**src/rtl/my_pio_pkg.sv**
```systemverilog
// Shared definitions for the PIO blocks: register word addresses and EDGESEL layout.
package my_pio_pkg;

    localparam logic [1:0] ADDR_DATA    = 2'd0;
    localparam logic [1:0] ADDR_IRQMASK = 2'd1;
    localparam logic [1:0] ADDR_EDGECAP = 2'd2;
    localparam logic [1:0] ADDR_EDGESEL = 2'd3;

    localparam int         EDGESEL_RISE_BIT = 0;
    localparam int         EDGESEL_FALL_BIT = 1;
    localparam int         EDGESEL_W        = 2;
    localparam logic [1:0] EDGESEL_RESET    = 2'b01;

endpackage

```
**src/rtl/my_pio_in_filter.sv**
```systemverilog
// One input bit: SYNC_STAGES-deep synchronizer followed, when MY_PIO_IN_DEBOUNCE_EN
// is defined, by a counter that only accepts values stable for DEBOUNCE_CYCLES samples.
module my_pio_in_filter #(
    parameter int SYNC_STAGES = 2
`ifdef MY_PIO_IN_DEBOUNCE_EN
    , parameter int DEBOUNCE_CYCLES = 4
`endif
) (
    input  logic clk,
    input  logic reset,
    input  logic din,
    output logic filt
);

    logic [SYNC_STAGES-1:0] sync_reg;
    logic                   sync_out;

    always_ff @(posedge clk) begin
        if (reset) begin
            sync_reg <= '0;
        end else begin
            sync_reg <= {sync_reg[SYNC_STAGES-2:0], din};
        end
    end

    assign sync_out = sync_reg[SYNC_STAGES-1];

`ifdef MY_PIO_IN_DEBOUNCE_EN
    localparam int CNT_W = (DEBOUNCE_CYCLES > 1) ? $clog2(DEBOUNCE_CYCLES) : 1;

    logic [CNT_W-1:0] cnt_reg;
    logic             filt_reg;

    // Count consecutive samples that disagree with filt; any agreeing sample restarts it.
    always_ff @(posedge clk) begin
        if (reset) begin
            cnt_reg  <= '0;
            filt_reg <= 1'b0;
        end else if (sync_out != filt_reg) begin
            if (cnt_reg == CNT_W'(DEBOUNCE_CYCLES - 1)) begin
                filt_reg <= sync_out;
                cnt_reg  <= '0;
            end else begin
                cnt_reg <= cnt_reg + 1'b1;
            end
        end else begin
            cnt_reg <= '0;
        end
    end

    assign filt = filt_reg;
`else
    assign filt = sync_out;
`endif

endmodule

```
**src/rtl/my_pio_in.sv**
```systemverilog
// Avalon-MM parallel input port with sticky edge capture and masked level interrupt.
// Build option: define MY_PIO_IN_DEBOUNCE_EN to add per-bit debounce after the synchronizer.
module my_pio_in
    import my_pio_pkg::*;
#(
    parameter int INPUT_WIDTH     = 16,
    parameter int MEMORY_WIDTH    = 16,
    parameter int SYNC_STAGES     = 2,
    parameter int DEBOUNCE_CYCLES = 4
) (
    input  logic                      clk,
    input  logic                      reset,
    input  logic [1:0]                avs_address,
    input  logic [MEMORY_WIDTH/8-1:0] avs_byteenable,
    input  logic                      avs_write_n,
    input  logic [MEMORY_WIDTH-1:0]   avs_writedata,
    input  logic                      avs_chipselect,
    input  logic                      avs_read_n,
    output logic [MEMORY_WIDTH-1:0]   avs_readdata,
    output logic                      ins_irq,
    input  logic [INPUT_WIDTH-1:0]    ci_in_port
);

    genvar gi;

    if (INPUT_WIDTH > MEMORY_WIDTH || (MEMORY_WIDTH % 8) != 0 ||
        SYNC_STAGES < 2 || DEBOUNCE_CYCLES < 1) begin : g_bad_params
        $error("my_pio_in: illegal parameter combination");
    end

    logic [INPUT_WIDTH-1:0]  filt;
    logic [INPUT_WIDTH-1:0]  prev_reg;
    logic [INPUT_WIDTH-1:0]  edgecap_reg, edgecap_next;
    logic [INPUT_WIDTH-1:0]  irqmask_reg, irqmask_next;
    logic [EDGESEL_W-1:0]    edgesel_reg;
    logic                    irq_reg;
    logic [MEMORY_WIDTH-1:0] readdata_reg, read_mux;
    logic [MEMORY_WIDTH-1:0] lane_mask;
    logic [INPUT_WIDTH-1:0]  wr_mask, wr_data, rise, fall, clear;
    logic                    wr_en, rd_en;

    for (gi = 0; gi < INPUT_WIDTH; gi++) begin : g_bit
        my_pio_in_filter #(
            .SYNC_STAGES(SYNC_STAGES)
`ifdef MY_PIO_IN_DEBOUNCE_EN
            , .DEBOUNCE_CYCLES(DEBOUNCE_CYCLES)
`endif
        ) u_filter (
            .clk   (clk),
            .reset (reset),
            .din   (ci_in_port[gi]),
            .filt  (filt[gi])
        );
    end

    for (gi = 0; gi < MEMORY_WIDTH / 8; gi++) begin : g_lane
        assign lane_mask[gi*8 +: 8] = {8{avs_byteenable[gi]}};
    end

    assign wr_en   = avs_chipselect && !avs_write_n;
    assign rd_en   = avs_chipselect && !avs_read_n;
    assign wr_mask = lane_mask[INPUT_WIDTH-1:0];
    assign wr_data = avs_writedata[INPUT_WIDTH-1:0];
    assign rise    = filt & ~prev_reg;
    assign fall    = ~filt & prev_reg;

    always_comb begin
        clear        = '0;
        irqmask_next = irqmask_reg;
        if (wr_en && avs_address == ADDR_EDGECAP) begin
            clear = wr_data & wr_mask;
        end
        if (wr_en && avs_address == ADDR_IRQMASK) begin
            irqmask_next = (irqmask_reg & ~wr_mask) | (wr_data & wr_mask);
        end
        // New edges are OR-ed in after the clear so a coincident edge keeps its flag.
        edgecap_next = (edgecap_reg & ~clear)
                     | (rise & {INPUT_WIDTH{edgesel_reg[EDGESEL_RISE_BIT]}})
                     | (fall & {INPUT_WIDTH{edgesel_reg[EDGESEL_FALL_BIT]}});
    end

    always_comb begin
        read_mux = '0;
        case (avs_address)
            ADDR_DATA:    read_mux[INPUT_WIDTH-1:0] = filt;
            ADDR_IRQMASK: read_mux[INPUT_WIDTH-1:0] = irqmask_reg;
            ADDR_EDGECAP: read_mux[INPUT_WIDTH-1:0] = edgecap_reg;
            ADDR_EDGESEL: read_mux[EDGESEL_W-1:0]   = edgesel_reg;
            default:      read_mux = '0;
        endcase
    end

    always_ff @(posedge clk) begin
        if (reset) begin
            prev_reg     <= '0;
            edgecap_reg  <= '0;
            irqmask_reg  <= '0;
            edgesel_reg  <= EDGESEL_RESET;
            irq_reg      <= 1'b0;
            readdata_reg <= '0;
        end else begin
            prev_reg    <= filt;
            edgecap_reg <= edgecap_next;
            irqmask_reg <= irqmask_next;
            irq_reg     <= |(edgecap_reg & irqmask_reg);
            if (wr_en && avs_address == ADDR_EDGESEL && avs_byteenable[0]) begin
                edgesel_reg <= avs_writedata[EDGESEL_W-1:0];
            end
            if (rd_en) begin
                readdata_reg <= read_mux;
            end
        end
    end

    assign avs_readdata = readdata_reg;
    assign ins_irq      = irq_reg;

endmodule
```
**config.mk**
```make
export PLATFORM = sky130hd
export DESIGN_NAME = my_pio_in
export DESIGN_NICKNAME = d
export VERILOG_FILES = /design/src/rtl/my_pio_pkg.sv /design/src/rtl/my_pio_in_filter.sv /design/src/rtl/my_pio_in.sv
export SDC_FILE = /design/constraint.sdc
export NUM_CORES = 1
export LEC_CHECK = 0
export ABC_CLOCK_PERIOD_IN_PS = 1700
export CAP_MARGIN = 10
export CORE_ASPECT_RATIO = 0.6
export CORE_MARGIN = 1
export CORE_UTILIZATION = 51
export CTS_CLUSTER_SIZE = 16
export DETAILED_ROUTE_END_ITERATION = 16
export GPL_TIMING_DRIVEN = 1
export MAX_ROUTING_LAYER = met4
export PLACE_DENSITY_LB_ADDON = 0.1
export SETUP_SLACK_MARGIN = 0.05
export SLEW_MARGIN = 20
export SYNTH_ARGS = -nofsm -noshare
export SYNTH_HDL_FRONTEND = slang
export SYNTH_SLANG_ARGS = --single-unit
```
**constraint.sdc**
```tcl
create_clock -name clk -period 1.7 [get_ports clk]
set_clock_uncertainty 0.1 [all_clocks]
set_input_delay 0.425 -clock clk [delete_from_list [all_inputs] [get_ports clk]]
set_output_delay 0.425 -clock clk [all_outputs]
set_load 0.01 [all_outputs]
```
==> run_results.csv <==
group,metric,value,unit
outcome,outcome,"finished clean",
setup_path,crit_required,1820,ps
pwr,ir_worst_vdd,0.634,mV
placed_design,buffer_ports.inserted,57,
global_route,grt_pass1_wl,13500,µm
floorplan,floorplan.initialDensity,0.549,
global_route,globalRouteTotalUtil,0.242,
final_layout,drive_above_1_share,0.111,
timing,setup_viol,0,
pwr,leakage,1.89,nW
route,drc,0,
yosys,yosys_warnings,0,
setup_path,regToRegSetupSlack,270,ps
placed_design,finalWeightedCongestion,0.810,
yosys,yosys.cell_types.count,27,
pwr,power.switching_fraction,0.240,
timing,timing.slew.headroom,0.684,
global_route,number_of_antenna_violations_at_the_first_check_in_global_routing,0,
final_layout,antenna-diode-count,0,
placed_design,place.detailed.hpwl,5890,µm
timing,fmax,624,MHz
pwr,share_clk_of_total_power,0.397,
final_layout,final_cell_count_no_fill,560,
setup_path,timing.critical_path.buf_inv,2,
setup_path,critPathCaptureType,"flop",
pwr,seq_power_share,0.512,
yosys,mappedNetlistArea,0.00380,mm²
yosys,postSynth.asyncResetShare,0,
pwr,power.switching,1.16,mW
global_route,globalRoute.totalOverflow,0,
timing,finalWorstPathRequiredPeriod,1600,ps
yosys,number_of_instances_in_the_synthesized_netlist,397,
yosys,postSynthNetCount,438,
final_layout,area_growth_syn_to_layout,27.7,%
clock_tree,insertion_delay,350,ps
global_route,grt_pass1_vias,2662,
timing,fin_tns_setup,0,ps
job,max_cap_viol_count,0,
route,routed-via-count,2978,
route,drtAntennaViolNets,0,
route,detailedRoute.firstIterationViolations,249,
pwr,combinationalPowerShare,0.090,
yosys,post_synthesis_mean_instance_area,9.58,µm²
floorplan,placement_rows,23,
route,total_iterations_of_the_first_detailed_routing_run,4,
timing,post-route-period-util,0.942,
timing,unrepaired_setup_endpoints_after_global_routing,"false",
yosys,number_of_flops_mapped_to_enable_cells_by_yosys,0,
hold_path,min-delay-path-class,"in2reg",
floorplan,die_w,114,µm
setup_path,worst_ep_arrival_time,1720,ps
setup_path,path_class,"in2reg",
clock_tree,ctsLongestPathBuffers,2,
route,detail_route.vias_per_cell,5.32,
floorplan,die-area,0.00782,mm²
yosys,synth-main-ff-cell,"sky130_fd_sc_hd__dfxtp_1",
clock_tree,cts_made_buffers,9,
pwr,power_density,993,mW/mm²
yosys,number_of_register_bits_inferred_by_synthesis,99,
clock_tree,tritoncts,"done",
clock_tree,clock_sink_count,99,
yosys,synth_sequential_area_ratio,0.521,
setup_path,critPathLaunchType,"primary input",
timing,max_slew.worst_pin.slew,474,ps
placed_design,cells_after_dpl,542,
setup_path,crit_family,"buffers and inverters",
timing,final-max-slew-violation-count,0,
setup_path,cp_slowest_stage_delay,430,ps
floorplan,fp.coreArea,0.00694,mm²
floorplan,die_height,68.9,µm
final_layout,nNetsFinal,496,
setup_path,critical-path-slowest-cell,"sky130_fd_sc_hd__clkdlybuf4s50_1",
global_route,grt_start_max_net_pins,73,
clock_tree,cts.root.buffer_cell,"sky130_fd_sc_hd__clkbuf_16",
setup_path,timing.critical_path.cells,"clkdlybuf4s50_1 -> nand2b_1 -> buf_12 -> a211oi_1 -> nor3_1",
setup_path,worstPathMaxFanout,16,
clock_tree,cts.clk_slew.worst_paths,70,ps
clock_tree,cts.htree.levels,3,
route,wire_per_inst,15.3,µm
pwr,cell_internal_pwr,3.67,mW
clock_tree,postCtsHoldBufs,0,
route,drt_wl_total,8580,µm
floorplan,io-pin-count,58,
timing,hold_violations_final,0,
-- metrics by stage --
step / setup slack [ps] / hold WS (ps) / power (mW) / utilization / instance area [µm²]
floorplan: 202 / 314 / 2.73 / - / 3800
global route: 48.4 / 270 / 5.02 / 0.701 / 4860
CTS: 53.0 / 267 / 4.85 / 0.696 / 4830
detailed placement: -531 / 320 / 2.95 / 0.651 / 4520
finish: 98.1 / 268 / 4.83 / 0.701 / 4860
global placement: -491 / 322 / 2.94 / 0.651 / 4520
-- final timing paths --
path / start / to / cells after the start
setup reg to reg: edgesel_reg[0] / edgecap_reg[1] / 5
hold / removal: reset / g_bit[14].u_filter.sync_reg[0] / 2
hold reg to reg: g_bit[4].u_filter.sync_reg[0] / g_bit[4].u_filter.sync_reg[1] / 1
setup / recovery: avs_read_n / avs_readdata[6] / 5
-- layout make-up --
class | count | area [µm²]
repair buffers | 76 | 746
flip-flops and latches | 99 | 1980
clock inverters | 6 | 53.8
fillers | 548 | 2080
well taps | 100 | 125
clock buffers | 10 | 229
multi-input cells | 261 | 1690
inverters | 8 | 30.0
-- layer usage --
| layer | up-vias | track usage | wire length, µm |
|---|---|---|---|
| li1 | 1473 | - | - |
| met1 | 1377 | 0.330 | 4040 |
| met2 | 122 | 0.343 | 3720 |
| met3 | 6 | 0.0656 | 755 |
| met4 | 0 | 0.0921 | 61 |
| met5 | - | - | 0 |
-- cell usage after synthesis (2+ instances only) --
library cell,number,area (µm²)
sky130_fd_sc_hd__a22oi_1,2,15.0
sky130_fd_sc_hd__a31oi_1,9,56.3
sky130_fd_sc_hd__inv_1,8,30.0
sky130_fd_sc_hd__o21ai_0,16,80.1
sky130_fd_sc_hd__nand2b_1,2,12.5
sky130_fd_sc_hd__mux2i_1,32,320
sky130_fd_sc_hd__a221oi_1,3,26.3
sky130_fd_sc_hd__and3b_1,2,17.5
sky130_fd_sc_hd__buf_2,12,60.1
sky130_fd_sc_hd__a22o_1,3,26.3
sky130_fd_sc_hd__mux4_2,2,45.0
sky130_fd_sc_hd__nand3_1,8,40.0
sky130_fd_sc_hd__buf_4,2,15.0
sky130_fd_sc_hd__a21oi_1,10,50.1
sky130_fd_sc_hd__nor2b_1,50,313
sky130_fd_sc_hd__nand2_1,12,45.0
sky130_fd_sc_hd__nor2_1,53,199
sky130_fd_sc_hd__buf_6,3,33.8
sky130_fd_sc_hd__and3_1,2,12.5
sky130_fd_sc_hd__nand3b_1,25,188
sky130_fd_sc_hd__dfxtp_1,99,1980
sky130_fd_sc_hd__clkbuf_1,11,41.3
sky130_fd_sc_hd__a211oi_1,14,105
sky130_fd_sc_hd__nor3_1,14,70.1
-- worst reg2reg max path, delay by kind of cell (launching register included) --
kind,cells,cell delay [ps]
DFF,1,620
AOI/OAI and AO/OA,2,270
buffers and inverters,1,250
and+or+nand+nor,2,140
-- cell usage in the layout, fill, tap and decap left out, types with 10 or more instances in the layout --
master,instances
sky130_fd_sc_hd__nor2_1,53
sky130_fd_sc_hd__nor3_1,14
sky130_fd_sc_hd__dfxtp_1,99
sky130_fd_sc_hd__nand2_1,12
sky130_fd_sc_hd__nor2b_1,50
sky130_fd_sc_hd__buf_4,13
sky130_fd_sc_hd__nand3b_1,25
sky130_fd_sc_hd__a21oi_1,10
sky130_fd_sc_hd__mux2i_1,32
sky130_fd_sc_hd__clkdlybuf4s50_1,34
sky130_fd_sc_hd__dlygate4sd2_1,20
-- timing repair --
action | in CTS | in global routing
setup buffers | 2 | 0
pin swaps | 1 | 4
gates resized for setup | 35 | 11
endpoints found under the setup margin | 47 | 19
-- logic make-up after synthesis --
group,share of synthesized area
mux,0.0960
simple gates,0.240
compound gates,0.0944
flops,0.521
buf+inv,0.0487
-- power groups by stage --
| stage | clock, mW | sequential [mW] | combinational, mW |
|---|---|---|---|
| final | 1.92 | 2.47 | 0.435 |
| after global routing | 2.06 | 2.48 | 0.473 |
| after CTS | 1.95 | 2.47 | 0.429 |
| after detailed placement | 0 | 2.52 | 0.431 |
| after global placement | 0 | 2.52 | 0.423 |
| after floorplan | 0 | 2.51 | 0.217 |
No activity file was read; power rests on OpenSTA's default activity.
